===== src/rtl/alu_muldiv_seq.sv =====
// alu_muldiv_seq: multi-cycle multiply/divide sequencer for the execute stage.
// One shift-add (multiply) or restoring shift-subtract (divide) step per clock;
// the 2*WIDTH-bit result lands in hi/lo and is announced by a one-cycle done pulse.
//
// Ports:
//   clk       rising-edge clock
//   rst_n     synchronous active-low reset
//   start     request strobe, sampled only in the idle state
//   op        bit0: 0 = multiply, 1 = divide; bit1: 0 = unsigned, 1 = signed
//   a, b      multiplicand/dividend and multiplier/divisor, captured on accept
//   busy      high from accept through the fix-up cycle
//   done      one-cycle pulse when hi/lo become valid
//   div_zero  set with done when the divide had b = 0; cleared on next accept
//   hi, lo    multiply: product high/low; divide: remainder/quotient
module alu_muldiv_seq #(
  parameter int unsigned WIDTH = 32
) (
  input  logic             clk,
  input  logic             rst_n,
  input  logic             start,
  input  logic [1:0]       op,
  input  logic [WIDTH-1:0] a,
  input  logic [WIDTH-1:0] b,
  output logic             busy,
  output logic             done,
  output logic             div_zero,
  output logic [WIDTH-1:0] hi,
  output logic [WIDTH-1:0] lo
);

  localparam int unsigned CntW = $clog2(WIDTH);

  typedef enum logic [1:0] {StIdle, StCalc, StFix, StDone} state_e;

  state_e            state_q;
  logic              is_div_q;
  logic              neg_lo_q;
  logic              neg_hi_q;
  logic              dz_q;
  logic [CntW-1:0]   cnt_q;
  // acc_hi/acc_lo: multiply accumulator pair, or remainder/quotient when dividing.
  // opnd holds |multiplicand| or |divisor|.
  logic [WIDTH-1:0]  acc_hi_q;
  logic [WIDTH-1:0]  acc_lo_q;
  logic [WIDTH-1:0]  opnd_q;

  // Request decode: sign flags are forced to zero for unsigned requests.
  logic             sa;
  logic             sb;
  logic [WIDTH-1:0] mag_a;
  logic [WIDTH-1:0] mag_b;

  always_comb begin
    sa    = op[1] & a[WIDTH-1];
    sb    = op[1] & b[WIDTH-1];
    mag_a = sa ? -a : a;
    mag_b = sb ? -b : b;
  end

  // One iteration step.
  logic [WIDTH-1:0] addend;
  logic [WIDTH:0]   mul_sum;
  logic [WIDTH:0]   div_shift;
  logic [WIDTH:0]   div_trial;
  logic             div_ge;
  logic [WIDTH-1:0] step_hi;
  logic [WIDTH-1:0] step_lo;

  always_comb begin
    addend    = acc_lo_q[0] ? opnd_q : {WIDTH{1'b0}};
    mul_sum   = {1'b0, acc_hi_q} + {1'b0, addend};
    div_shift = {acc_hi_q, acc_lo_q[WIDTH-1]};
    div_trial = div_shift - {1'b0, opnd_q};
    div_ge    = div_shift >= {1'b0, opnd_q};
    if (is_div_q) begin
      // rem < divisor holds every step, so the kept value always fits WIDTH bits.
      step_hi = div_ge ? div_trial[WIDTH-1:0] : div_shift[WIDTH-1:0];
      step_lo = {acc_lo_q[WIDTH-2:0], div_ge};
    end else begin
      step_hi = mul_sum[WIDTH:1];
      step_lo = {mul_sum[0], acc_lo_q[WIDTH-1:1]};
    end
  end

  // Sign fix-up and final result selection.
  logic [2*WIDTH-1:0] prod;
  logic [2*WIDTH-1:0] prod_fix;
  logic [WIDTH-1:0]   fix_hi;
  logic [WIDTH-1:0]   fix_lo;

  always_comb begin
    prod     = {acc_hi_q, acc_lo_q};
    prod_fix = neg_lo_q ? -prod : prod;
    if (dz_q) begin
      // No iterations ran, so acc_lo still holds |a|; re-applying the sign restores a.
      fix_hi = neg_hi_q ? -acc_lo_q : acc_lo_q;
      fix_lo = {WIDTH{1'b1}};
    end else if (is_div_q) begin
      fix_hi = neg_hi_q ? -acc_hi_q : acc_hi_q;
      fix_lo = neg_lo_q ? -acc_lo_q : acc_lo_q;
    end else begin
      fix_hi = prod_fix[2*WIDTH-1:WIDTH];
      fix_lo = prod_fix[WIDTH-1:0];
    end
  end

  always_ff @(posedge clk) begin
    if (!rst_n) begin
      state_q  <= StIdle;
      busy     <= 1'b0;
      done     <= 1'b0;
      div_zero <= 1'b0;
      hi       <= '0;
      lo       <= '0;
      cnt_q    <= '0;
      is_div_q <= 1'b0;
      neg_lo_q <= 1'b0;
      neg_hi_q <= 1'b0;
      dz_q     <= 1'b0;
      acc_hi_q <= '0;
      acc_lo_q <= '0;
      opnd_q   <= '0;
    end else begin
      done <= 1'b0;
      unique case (state_q)
        StIdle: begin
          if (start) begin
            is_div_q <= op[0];
            neg_lo_q <= sa ^ sb;
            neg_hi_q <= op[0] ? sa : (sa ^ sb);
            dz_q     <= op[0] && (b == '0);
            cnt_q    <= '0;
            div_zero <= 1'b0;
            busy     <= 1'b1;
            acc_hi_q <= '0;
            acc_lo_q <= op[0] ? mag_a : mag_b;
            opnd_q   <= op[0] ? mag_b : mag_a;
            // Divide by zero skips the iterations and goes straight to result load.
            state_q  <= (op[0] && (b == '0)) ? StFix : StCalc;
          end
        end
        StCalc: begin
          acc_hi_q <= step_hi;
          acc_lo_q <= step_lo;
          cnt_q    <= cnt_q + CntW'(1);
          if (cnt_q == CntW'(WIDTH - 1)) begin
            state_q <= StFix;
          end
        end
        StFix: begin
          hi       <= fix_hi;
          lo       <= fix_lo;
          div_zero <= dz_q;
          done     <= 1'b1;
          busy     <= 1'b0;
          state_q  <= StDone;
        end
        StDone: begin
          state_q <= StIdle;
        end
        default: begin
          state_q <= StIdle;
        end
      endcase
    end
  end

endmodule


===== config.mk =====
export PLATFORM = sky130hd
export DESIGN_NAME = alu_muldiv_seq
export DESIGN_NICKNAME = d
export VERILOG_FILES = /design/src/rtl/alu_muldiv_seq.sv
export SDC_FILE = /design/constraint.sdc
export NUM_CORES = 1
export LEC_CHECK = 0
export CAP_MARGIN = 20
export CORE_MARGIN = 4
export CORE_UTILIZATION = 50
export DETAILED_ROUTE_END_ITERATION = 6
export PLACE_DENSITY = 0.74
export RECOVER_POWER = 100
export SLEW_MARGIN = 30
export SYNTH_ARGS = -nofsm -noshare
export SYNTH_HDL_FRONTEND = slang
export SYNTH_SLANG_ARGS = --single-unit

===== constraint.sdc =====
create_clock -name clk -period 3.1 [get_ports clk]
set_input_delay 0.465 -clock clk [delete_from_list [all_inputs] [get_ports clk]]
set_output_delay 0.465 -clock clk [all_outputs]
set_load 0.01 [all_outputs]

==> impl_metrics.env <==
export IMPL_status="finished, violations left"
export IMPL_violations="negative setup slack"
export IMPL_synth_cells=2076
export IMPL_critical_path_top_delay_family="compound AO/OA/AOI/OAI gates"
export IMPL_comb_power_share_pct=61.6
export IMPL_p_clk_share_pct=16.6
export IMPL_synth_distinct_cells=77
export IMPL_worstSetupStartpoint="acc_hi_q[6]"
export IMPL_synth_edf_count=0
export IMPL_fillers=2492
export IMPL_grt_overflow=0
export IMPL_cp_endpoint="acc_hi_q[15]"
export IMPL_async_reset_ff_share_pct=0
export IMPL_setup_slack_ns=-0.0650
export IMPL_rsz0062_at_grt="yes"
export IMPL_fin_skew_ns=0.00755
export IMPL_yosys_top_cells_count="nand2_1, a21oi_1, nor2_1"
export IMPL_row_count=62
export IMPL_clk_pin_slew_worst_paths_ns=0.07
export IMPL_fin_crit_sh_pct=102
export IMPL_antenna_cells=0
export IMPL_ios=136
export IMPL_ant_nets=0
export IMPL_synth_top_cell_by_area="dfxtp_1"
export IMPL_yosys_top_cells_area="dfxtp_1, a21oi_1, xnor2_1"
export IMPL_synth_top_flop_cell="dfxtp_1"
export IMPL_fin_util_pct=66.3
export IMPL_intPower_mw=7.76
export IMPL_syn2layout_area_growth_pct=29.1
export IMPL_die_y_um=181
export IMPL_crit_chain="ha_2 > nand4_1 > nor4_1 > nand4_1 > o31ai_2 > a2111o_1 > o21bai_4 > buf_4 > buf_12 > buf_4 > mux2i_2 > o32a_1 > nand2_1"
export IMPL_synth_seq_cells=174
export IMPL_clk_latency_ns=0.45
export IMPL_io_buffer_count=135
export IMPL_hold_viol_final=0
export IMPL_holdBufCountCts=0
export IMPL_die_area_um2=32600
export IMPL_yosysMostFrequentCell="nand2_1"
export IMPL_setup_viol=12
export IMPL_reg2reg_depth=13
export IMPL_p_sw_mw=6.55
export IMPL_syn_area_per_cell_um2=7.18
export IMPL_r2r_end="acc_hi_q[15]"
export IMPL_max_vdd_ir_drop_v=0.000466
export IMPL_slowest_stage="dfxtp_1"
export IMPL_power_density_nw_per_um2=744
export IMPL_final_area_um2=19200
export IMPL_hold_path_class="reg2reg"
export IMPL_ys_warn_count=0
export IMPL_place_congestion=1.00
export IMPL_critical_path_peak_fanout=8
export IMPL_totalWireLength_um=55800
export IMPL_drc=0
export IMPL_drive_above_1_share_pct=16.7
export IMPL_cts_tree="built"
export IMPL_yosysSeqAreaShare_pct=23.4
export IMPL_clockBufferDepth=2
export IMPL_grt_pass1_vias=15100
export IMPL_place_area_um2=17900
export IMPL_syn_num_nets=2220
export IMPL_sequentialPowerShare_pct=21.7
export IMPL_leakagePower_nw=8.06
export IMPL_worst_setup_path_start_kind="flop"
export IMPL_r2r_slack_ns=-0.06
export IMPL_worst_setup_path_end_kind="flop"
export IMPL_drv_slew=0
export IMPL_slew_headroom_pct=2.89
export IMPL_via_per_inst=6.16
export IMPL_synth_top_area_share_pct=23.4
export IMPL_grtUsageTotal_pct=32.0
export IMPL_nets=2474
export IMPL_die_x_um=181
export IMPL_fin_setup_tns_ns=-0.271
export IMPL_crit_type="reg2reg"
export IMPL_clock_sinks=174
export IMPL_cpPeakStageDelay_ns=0.57
export IMPL_grt_pass1_wl_um=84400
export IMPL_cp_arrival_ns=3.51
export IMPL_syn_area_um2=14900
export IMPL_switching_share_pct=45.8
export IMPL_whs_ns=0.438
export IMPL_h_tree_depth=4
export IMPL_worstReg2RegStart="acc_hi_q[6]"
export IMPL_drt_iter0_markers=2017
export IMPL_vias=16800
export IMPL_core_area_um2=29000
export IMPL_cp_depth=13
export IMPL_cts_buffers=17
export IMPL_grt_antenna_before_repair=0
export IMPL_cts_root_buf="clkbuf_16"
export IMPL_fin_crit_ns=3.16
export IMPL_drtPass1Iterations=7
export IMPL_critical_path_buf_inv_count=3
export IMPL_worstMarginPinSlew_ns=1.46
export IMPL_fmax_ghz=0.316
export IMPL_dp_hpwl_um=43200
export IMPL_wire_per_inst_um=20.5
export IMPL_grt_max_degree=69
export IMPL_cap_violations=0
export IMPL_initial_utilization_pct=51.4
export IMPL_cp_required_ns=3.44
metal layers:
| metal | global-route usage, % | wire (um) | up-vias | share of wire (%) |
|---|---|---|---|---|
| met5 | 0 | 0 | - | 0 |
| met4 | 13.2 | 2500 | 0 | 4.5 |
| met3 | 5.81 | 6050 | 128 | 11 |
| met2 | 47.8 | 23600 | 967 | 42 |
| met1 | 45.5 | 23700 | 7774 | 42 |
| li1 | - | - | 7919 | - |
layout by cell type (no fill, tap or decap), types with 15 or more instances in the layout:
| cell | instances |
|---|---|
| ha_1 | 64 |
| o21ai_0 | 151 |
| buf_4 | 228 |
| mux2_2 | 15 |
| clkbuf_16 | 18 |
| dfxtp_1 | 167 |
| dlygate4sd3_1 | 70 |
| a21oi_1 | 196 |
| clkdlybuf4s50_1 | 63 |
| a211oi_1 | 40 |
| inv_1 | 76 |
| nand4_1 | 16 |
| o31ai_1 | 21 |
| nand2b_1 | 23 |
| a21o_1 | 29 |
| xnor2_1 | 111 |
| xor2_1 | 82 |
| or3_1 | 24 |
| mux2i_1 | 41 |
| nor2_1 | 176 |
| nand2_1 | 241 |
| nor3_1 | 39 |
| o211ai_1 | 47 |
| nand3_1 | 30 |
| o21ai_1 | 39 |
through the flow:
| step | power [mW] | std cells | setup WS, ns |
|---|---|---|---|
| 2_1_floorplan | 7.91 | 2076 | 0.00579 |
| 3_3_place_gp | 11.1 | 2669 | -0.121 |
| 3_5_place_dp | 11.2 | 2669 | -0.154 |
| 4_1_cts | 13.8 | 2709 | -0.0121 |
| 5_1_grt | 15.0 | 2726 | -0.226 |
| 6_report | 14.3 | 2726 | -0.0650 |
cell type report:
cell class              count  area [um2]  area share [%]
clock buffers              17         425            2.21
clock inverters            14         205            1.07
inverters                  82         312            1.62
multi-input cells        1665       11000            57.2
flip-flops and latches    174        3490            18.2
well taps                 384         480            2.50
repair buffers            390        3320            17.3
sequential cells by signal, summed over array words and instances, names as in the netlist:
| register | cells |
|---|---|
| acc_hi_q | 32 |
| acc_lo_q | 32 |
| busy | 1 |
| cnt_q | 5 |
| div_zero | 1 |
| done | 1 |
| dz_q | 1 |
| hi | 32 |
| is_div_q | 1 |
| lo | 32 |
| neg_hi_q | 1 |
| neg_lo_q | 1 |
| opnd_q | 32 |
| state_q | 2 |
cell families after synthesis:
| group | synth area share (%) |
|---|---|
| compound gates | 28.0 |
| buf+inv | 6.05 |
| fa+ha+maj | 6.40 |
| mux | 3.95 |
| xor+xnor | 11.6 |
| flops | 23.4 |
| simple gates | 20.6 |
worst min path at each step:
| stage | startpoint | to | slack, ns | cells after the start |
|---|---|---|---|---|
| floorplan | opnd_q[20] | opnd_q[20] | 0.43 | 2 |
| global placement | hi[14] | hi[14] | 0.43 | 2 |
| detailed placement | hi[12] | hi[12] | 0.43 | 2 |
| CTS | hi[12] | hi[12] | 0.44 | 2 |
| global route | opnd_q[12] | opnd_q[12] | 0.47 | 2 |
| finish | hi[14] | hi[14] | 0.44 | 2 |
worst register-to-register path: stages, from the launching register on:
cell      delay [ns]
dfxtp_1         0.57
ha_2            0.33
nand4_1         0.20
nor4_1          0.23
nand4_1         0.17
o31ai_2         0.28
a2111o_1        0.20
o21bai_4        0.20
buf_4           0.19
buf_12          0.12
buf_4           0.11
mux2i_2         0.23
o32a_1          0.19
nand2_1         0.05
power by group through the flow:
stage	registers, mW	logic, mW	clock network (mW)
2_1_floorplan	3.20	4.72	0
3_3_place_gp	3.13	7.94	0
3_5_place_dp	3.14	8.06	0
4_1_cts	3.10	8.35	2.38
5_1_grt	3.17	9.37	2.47
6_report	3.11	8.82	2.38
timing repair:
action | CTS | global route
gates resized for setup | 23 | 88
cloned | 2 | 1
buffers inserted | 7 | 16
setup endpoints to repair | 23 | 45
pin swaps | 12 | 39
Power figures use the tool's default switching activity.
